--- config.mk ---
export PLATFORM = sky130hd
export DESIGN_NAME = register_bank_flat
export DESIGN_NICKNAME = d
export VERILOG_FILES = /design/src/rtl/register_bank_pkg.sv /design/src/rtl/register_bank_if.sv /design/src/rtl/register_bank_scoreboard.sv /design/src/rtl/register_bank.sv /design/src/flat_wrapper.sv
export SDC_FILE = /design/constraint.sdc
export NUM_CORES = 1
export LEC_CHECK = 0
export CELL_PAD_IN_SITES_DETAIL_PLACEMENT = 1
export CELL_PAD_IN_SITES_GLOBAL_PLACEMENT = 2
export CORE_ASPECT_RATIO = 1.25
export CORE_UTILIZATION = 38
export DETAILED_ROUTE_END_ITERATION = 7
export PLACE_DENSITY = 0.76
export SYNTH_ARGS = -nofsm -noshare
export SYNTH_HDL_FRONTEND = slang
export SYNTH_SLANG_ARGS = --single-unit
--- constraint.sdc ---
create_clock -name clock -period 5.81 [get_ports clock]
set_input_delay 1.743 -clock clock [delete_from_list [all_inputs] [get_ports clock]]
set_output_delay 1.743 -clock clock [all_outputs]
set_load 0.005 [all_outputs]
--- src/rtl/register_bank_pkg.sv ---
// Shared constants for the register bank and the write-back stage.
// The no-write opcode lives here so every stage agrees on it.
package register_bank_pkg;
  localparam int DATA_W    = 20;
  localparam int ADDR_W    = 4;
  localparam int CNT_W     = 2;
  localparam int NUM_REGS  = 2 ** ADDR_W;
  localparam int WB_ADDR_W = 20;
  localparam int INSTR_W   = 20;

  localparam logic [3:0] OP_STORE  = 4'b1100;
  localparam logic [3:0] OP_LOAD_A = 4'b1101;
  localparam logic [3:0] OP_LOAD_B = 4'b1111;

  // Stores are the only instructions that never reach write-back with a result.
  function automatic logic writesReg(input logic [INSTR_W-1:0] instr);
    return instr[19:16] != OP_STORE;
  endfunction
endpackage

--- src/rtl/register_bank_if.sv ---
// Write-back, operand-read and issue signals between the pipeline and register_bank.
// Issue handshake: decode holds issueValid and the instruction until issueAccepted.
interface register_bank_if;
  import register_bank_pkg::*;

  logic                 writeBackEnable;
  logic [WB_ADDR_W-1:0] writeBackAddress;
  logic [DATA_W-1:0]    writeBackData;
  logic [ADDR_W-1:0]    readAddrA;
  logic [ADDR_W-1:0]    readAddrB;
  logic [DATA_W-1:0]    readDataA;
  logic [DATA_W-1:0]    readDataB;
  logic                 issueValid;
  logic [INSTR_W-1:0]   issueInstruction;
  logic [ADDR_W-1:0]    issueDest;
  logic                 useA;
  logic                 useB;
  logic                 stall;
  logic                 issueAccepted;

  modport master (
    output writeBackEnable, writeBackAddress, writeBackData,
    output readAddrA, readAddrB, issueValid, issueInstruction, issueDest, useA, useB,
    input  readDataA, readDataB, stall, issueAccepted
  );

  modport slave (
    input  writeBackEnable, writeBackAddress, writeBackData,
    input  readAddrA, readAddrB, issueValid, issueInstruction, issueDest, useA, useB,
    output readDataA, readDataB, stall, issueAccepted
  );
endinterface

--- src/rtl/register_bank_scoreboard.sv ---
// Per-register pending-write counters plus RAW hazard / saturation stall logic.
module pending_scoreboard
  import register_bank_pkg::*;
(
  input  logic              clock,
  input  logic              reset,
  input  logic              wbEnable,
  input  logic [ADDR_W-1:0] wbIndex,
  input  logic              issueValid,
  input  logic              issueWrites,
  input  logic [ADDR_W-1:0] issueDest,
  input  logic              useA,
  input  logic [ADDR_W-1:0] readAddrA,
  input  logic              useB,
  input  logic [ADDR_W-1:0] readAddrB,
  output logic              stall,
  output logic              issueAccepted
);
  logic [CNT_W-1:0] pend [NUM_REGS];
  logic hazA, hazB, sat;
  logic clrA, clrB, clrDest;

  assign clrA    = wbEnable && (wbIndex == readAddrA);
  assign clrB    = wbEnable && (wbIndex == readAddrB);
  assign clrDest = wbEnable && (wbIndex == issueDest);

  // A last outstanding write landing this cycle is served by the bypass mux.
  assign hazA = useA && (pend[readAddrA] != '0) && !((pend[readAddrA] == CNT_W'(1)) && clrA);
  assign hazB = useB && (pend[readAddrB] != '0) && !((pend[readAddrB] == CNT_W'(1)) && clrB);
  assign sat  = issueWrites && (pend[issueDest] == {CNT_W{1'b1}}) && !clrDest;

  assign stall         = reset || (issueValid && (hazA || hazB || sat));
  assign issueAccepted = issueValid && !stall;

  always_ff @(posedge clock) begin
    for (int r = 0; r < NUM_REGS; r++) begin
      if (reset) begin
        pend[r] <= '0;
      end else begin
        logic inc, dec;
        inc = issueAccepted && issueWrites && (issueDest == ADDR_W'(r));
        dec = wbEnable && (wbIndex == ADDR_W'(r)) && (pend[r] != '0);
        if (inc && !dec)
          pend[r] <= pend[r] + CNT_W'(1);
        else if (dec && !inc)
          pend[r] <= pend[r] - CNT_W'(1);
      end
    end
  end
endmodule

--- src/rtl/register_bank.sv ---
// Architectural register file: write-back port, two bypassed read ports,
// and the pending-write scoreboard that stalls decode on RAW hazards.
module register_bank
  import register_bank_pkg::*;
(
  input logic      clock,
  input logic      reset,
  register_bank_if.slave bus
);
  logic [DATA_W-1:0] regs [NUM_REGS];
  logic [ADDR_W-1:0] wbIndex;
  logic              unusedBits;

  assign wbIndex    = bus.writeBackAddress[ADDR_W-1:0];
  assign unusedBits = ^{bus.writeBackAddress[WB_ADDR_W-1:ADDR_W], bus.issueInstruction[15:0]};

  always_ff @(posedge clock) begin
    if (reset) begin
      for (int r = 0; r < NUM_REGS; r++)
        regs[r] <= '0;
    end else if (bus.writeBackEnable) begin
      regs[wbIndex] <= bus.writeBackData;
    end
  end

  always_comb begin
    bus.readDataA = '0;
    bus.readDataB = '0;
    if (!reset) begin
      bus.readDataA = (bus.writeBackEnable && wbIndex == bus.readAddrA) ? bus.writeBackData
                                                                        : regs[bus.readAddrA];
      bus.readDataB = (bus.writeBackEnable && wbIndex == bus.readAddrB) ? bus.writeBackData
                                                                        : regs[bus.readAddrB];
    end
  end

  pending_scoreboard u_scoreboard (
    .clock         (clock),
    .reset         (reset),
    .wbEnable      (bus.writeBackEnable),
    .wbIndex       (wbIndex),
    .issueValid    (bus.issueValid),
    .issueWrites   (writesReg(bus.issueInstruction)),
    .issueDest     (bus.issueDest),
    .useA          (bus.useA),
    .readAddrA     (bus.readAddrA),
    .useB          (bus.useB),
    .readAddrB     (bus.readAddrB),
    .stall         (bus.stall),
    .issueAccepted (bus.issueAccepted)
  );
endmodule

--- src/flat_wrapper.sv ---
// flat-port wrapper written by rule: the top's interface ports become plain ports
module register_bank_flat import register_bank_pkg::*;
  (clock, reset, bus_writeBackEnable, bus_writeBackAddress, bus_writeBackData, bus_readAddrA, bus_readAddrB, bus_issueValid, bus_issueInstruction, bus_issueDest, bus_useA, bus_useB, bus_readDataA, bus_readDataB, bus_stall, bus_issueAccepted);
  register_bank_if bus_i ();
  input logic clock;
  input logic reset;
  input wire logic [$bits(bus_i.writeBackEnable)-1:0] bus_writeBackEnable;
  input wire logic [$bits(bus_i.writeBackAddress)-1:0] bus_writeBackAddress;
  input wire logic [$bits(bus_i.writeBackData)-1:0] bus_writeBackData;
  input wire logic [$bits(bus_i.readAddrA)-1:0] bus_readAddrA;
  input wire logic [$bits(bus_i.readAddrB)-1:0] bus_readAddrB;
  input wire logic [$bits(bus_i.issueValid)-1:0] bus_issueValid;
  input wire logic [$bits(bus_i.issueInstruction)-1:0] bus_issueInstruction;
  input wire logic [$bits(bus_i.issueDest)-1:0] bus_issueDest;
  input wire logic [$bits(bus_i.useA)-1:0] bus_useA;
  input wire logic [$bits(bus_i.useB)-1:0] bus_useB;
  output wire logic [$bits(bus_i.readDataA)-1:0] bus_readDataA;
  output wire logic [$bits(bus_i.readDataB)-1:0] bus_readDataB;
  output wire logic [$bits(bus_i.stall)-1:0] bus_stall;
  output wire logic [$bits(bus_i.issueAccepted)-1:0] bus_issueAccepted;
  assign bus_i.writeBackEnable = bus_writeBackEnable;
  assign bus_i.writeBackAddress = bus_writeBackAddress;
  assign bus_i.writeBackData = bus_writeBackData;
  assign bus_i.readAddrA = bus_readAddrA;
  assign bus_i.readAddrB = bus_readAddrB;
  assign bus_i.issueValid = bus_issueValid;
  assign bus_i.issueInstruction = bus_issueInstruction;
  assign bus_i.issueDest = bus_issueDest;
  assign bus_i.useA = bus_useA;
  assign bus_i.useB = bus_useB;
  assign bus_readDataA = bus_i.readDataA;
  assign bus_readDataB = bus_i.readDataB;
  assign bus_stall = bus_i.stall;
  assign bus_issueAccepted = bus_i.issueAccepted;
  register_bank u_core (.clock(clock), .reset(reset), .bus(bus_i));
endmodule
==> run_results.csv <==
group,metric,value,unit
global_routing,antenna_found_initial,3,
setup_path,cpMostUsedCell,"mux4_2",
cells_and_area,drive_gt1_share,28.4,%
setup_path,critPathCaptureType,"primary output",
power,p_leak,9.10,nW
clocking,insertion_delay,0.57,ns
synth,yosysTopAreaCell,"edfxtp_1",
synth,ys_top_cells_by_area,"edfxtp_1 50%, mux4_2 24%, and2_1 7.4%",
synth,syn_avg_cell_area,13.6,sq um
routing,vias,14700,
clocking,clock_path_buffers,3,
synth,synth-edff-count,352,
clocking,cts_htree_levels,2,
setup_path,critPathSlowestCell,"mux4_2",
placement,io_buffers,87,
global_routing,grt_pass1_wl,107,mm
routing,ant_nets,0,
synth,async_reset_ff_share,0,%
synth,netlist.area_leader.share,50.5,%
run,drv_cap,0,
die,ios,120,
timing,fmax,174,MHz
setup_path,critical_path_arrival,4.00,ns
routing,drt-total-wl,73.2,mm
setup_path,cp_slowest_stage_delay,0.54,ns
routing,dr.pass1.iters,5,
timing,hold_viol,0,
worst_hold_path,min-delay-path-class,"flip-flop to flip-flop",
synth,ys.flop_type,"edfxtp_1",
timing,relSlewSlack,26.3,%
die,start_util,38.7,%
setup_path,cp_cell_sequence,"buf_8 -> buf_12 -> buf_4 -> mux4_2 -> mux4_2 -> nand2_1 -> a21oi_1 -> clkdlybuf4s50_1",
cells_and_area,nets,1755,
die,die_x,212,um
global_routing,grt_pass1_vias,15900,
clocking,cts_tree,"done",
synth,yosys_warnings,0,
clocking,cts-root-buf,"clkbuf_16",
routing,drtIter0Drc,1322,
synth,synth_cell_types,55,
power,p_total,0.00663,W
setup_path,crit_fanout,12,
synth,syn-cell-area,0.0209,sq mm
cells_and_area,area_delta_synth_final,19.4,%
synth,synth.most_common_cell,"edfxtp_1",
synth,synthCells,1535,
die,core_area,0.0541,sq mm
routing,post_drt_wl_per_cell,30.3,um
setup_path,crit_type,"input pin to primary output",
timing,skew,0.0163,ns
routing,avgViaCountPerCell,6.07,
global_routing,overflow,0,
timing,tightest_slew,1.10,ns
cells_and_area,antennaDiodeCount,0,
synth,synth_seq_area_share,50.5,%
clocking,path_clk_slew,0.07,ns
clocking,numCtsBuffers,41,
timing,finalSetupViolCount,0,
power,p_per_area,265,mW/mm^2
timing,timing.final.crit_share,98.9,%
placement,hpwl,46.6,mm
timing,drv_slew,0,
setup_path,startpoint_type,"input pin",
routing,drc,0,
power,peakVddDrop,0.000148,V
placement,place_congestion,0.839,
synth,synth_nets,1628,
global_routing,grt_max_degree,47,
die,rows,95,
timing,setup_tns,0,ns
timing,period_minus_slack,5.75,ns
die,die_h,264,um
clocking,clock-sinks,352,
synth,synthTopCellsByCount,"352 x edfxtp_1, 247 x and2_1, 220 x mux4_2, 132 x nand2_1, 123 x clkbuf_1",
timing,final.setup.worst_slack,0.0631,ns
die,design.die.area,0.0561,sq mm
timing,holdWs,0.595,ns
global_routing,grt_util_all_layers,26.7,%
setup_path,cp.required,4.07,ns
placement,pre_cts_ws,-0.351,ns
synth,synth-seq-cells,352,
outcome,status,"complete, no violations",
==> power by group <==
part           switching [W]  total, W  leakage [nW]  internal, W
Combinational       0.000532   0.00105          5.09     0.000517
Sequential         0.0000855   0.00303          3.40      0.00295
Clock                0.00110   0.00255         0.614      0.00145
Total                0.00172   0.00663          9.10      0.00491
==> through the flow <==
stage	area, sq um	utilization (%)	cells
4_1_cts	25000	46.2	2414
3_5_place_dp	23600	43.7	2338
5_1_grt	25000	46.3	2418
6_report	25000	46.3	2418
2_1_floorplan	20900	-	1535
3_3_place_gp	23600	43.7	2338
==> placed cells by master (no fill, tap or decap), types with 5 or more instances in the layout <==
| master | synthesis | routed |
|---|---|---|
| nand4_1 | 8 | 8 |
| buf_4 | 0 | 112 |
| ha_1 | 15 | 15 |
| nor4_1 | 6 | 6 |
| nand3_1 | 18 | 18 |
| clkbuf_1 | 123 | 8 |
| clkdlybuf4s50_1 | 0 | 69 |
| mux4_2 | 220 | 220 |
| nor2_1 | 49 | 45 |
| clkinvlp_4 | 0 | 5 |
| or3_1 | 9 | 9 |
| dlygate4sd2_1 | 0 | 7 |
| or2_2 | 11 | 11 |
| a31oi_1 | 6 | 6 |
| o21ai_0 | 17 | 16 |
| a21oi_1 | 56 | 53 |
| nand2b_1 | 9 | 9 |
| xor2_1 | 6 | 6 |
| nor2b_1 | 7 | 7 |
| nand2_1 | 132 | 127 |
| inv_1 | 35 | 34 |
| clkbuf_16 | 0 | 43 |
| and3_1 | 83 | 83 |
| buf_12 | 0 | 33 |
| clkinv_1 | 0 | 5 |
| mux2i_1 | 23 | 23 |
| nor3_1 | 18 | 15 |
| edfxtp_1 | 352 | 352 |
| and2_1 | 247 | 245 |
| nand2_2 | 0 | 5 |
| xnor2_1 | 7 | 6 |
==> cells by family after synthesis <==
kind of cell,synth area share [%]
buf+inv,3.41
fa+ha+maj,0.896
flops,50.5
simple gates,15.9
compound gates,3.32
xor+xnor,0.544
mux,25.5
==> critical path: cells and delay by family <==
kind | cells | cell delay (ns)
AO/OA/AOI/OAI | 1 | 0.06
buffers and inverters | 4 | 1.03
multiplexers | 2 | 1.05
AND/OR/NAND/NOR | 1 | 0.10
==> cell type report <==
cell class | count | area, sq um
multi-input cells | 1000 | 9740
flip-flops and latches | 352 | 10600
repair buffers | 232 | 2380
fillers | 5433 | 29100
well taps | 727 | 910
inverters | 35 | 131
clock inverters | 21 | 180
clock buffers | 51 | 1110
==> layer usage <==
metal  vias up  part of all wire (%)  global-route usage (%)
met4         4                   4.5                    12.1
li1       6144                     -                       -
met1      7750                    38                    33.4
met5         -                 0.037                       0
met3       152                   6.5                    3.48
met2       635                    51                    45.8
==> state kept, by name (all words and copies together), names as in the netlist <==
signal and cells:
u_core.u_scoreboard.pend 32, u_core.regs 320
==> repair_timing <==
item,4_1_cts,5_1_grt
hold buffers,0,0
cloned,1,0
setup buffers,3,4
pin swaps,3,0
setup endpoints to repair,39,12
resized for setup,18,5
==> worst paths after layout <==
check	start	endpoint	slack [ns]	cells after the start
min	u_core.u_scoreboard.pend[14][0]	u_core.u_scoreboard.pend[14][0]	0.59	1
max	bus_readAddrA[0]	bus_readDataA[13]	0.06	8
max reg2reg	u_core.u_scoreboard.pend[15][0]	u_core.u_scoreboard.pend[8][0]	2.42	9
min reg2reg	u_core.u_scoreboard.pend[14][0]	u_core.u_scoreboard.pend[14][0]	0.59	1
Power figures use the tool's default switching activity.
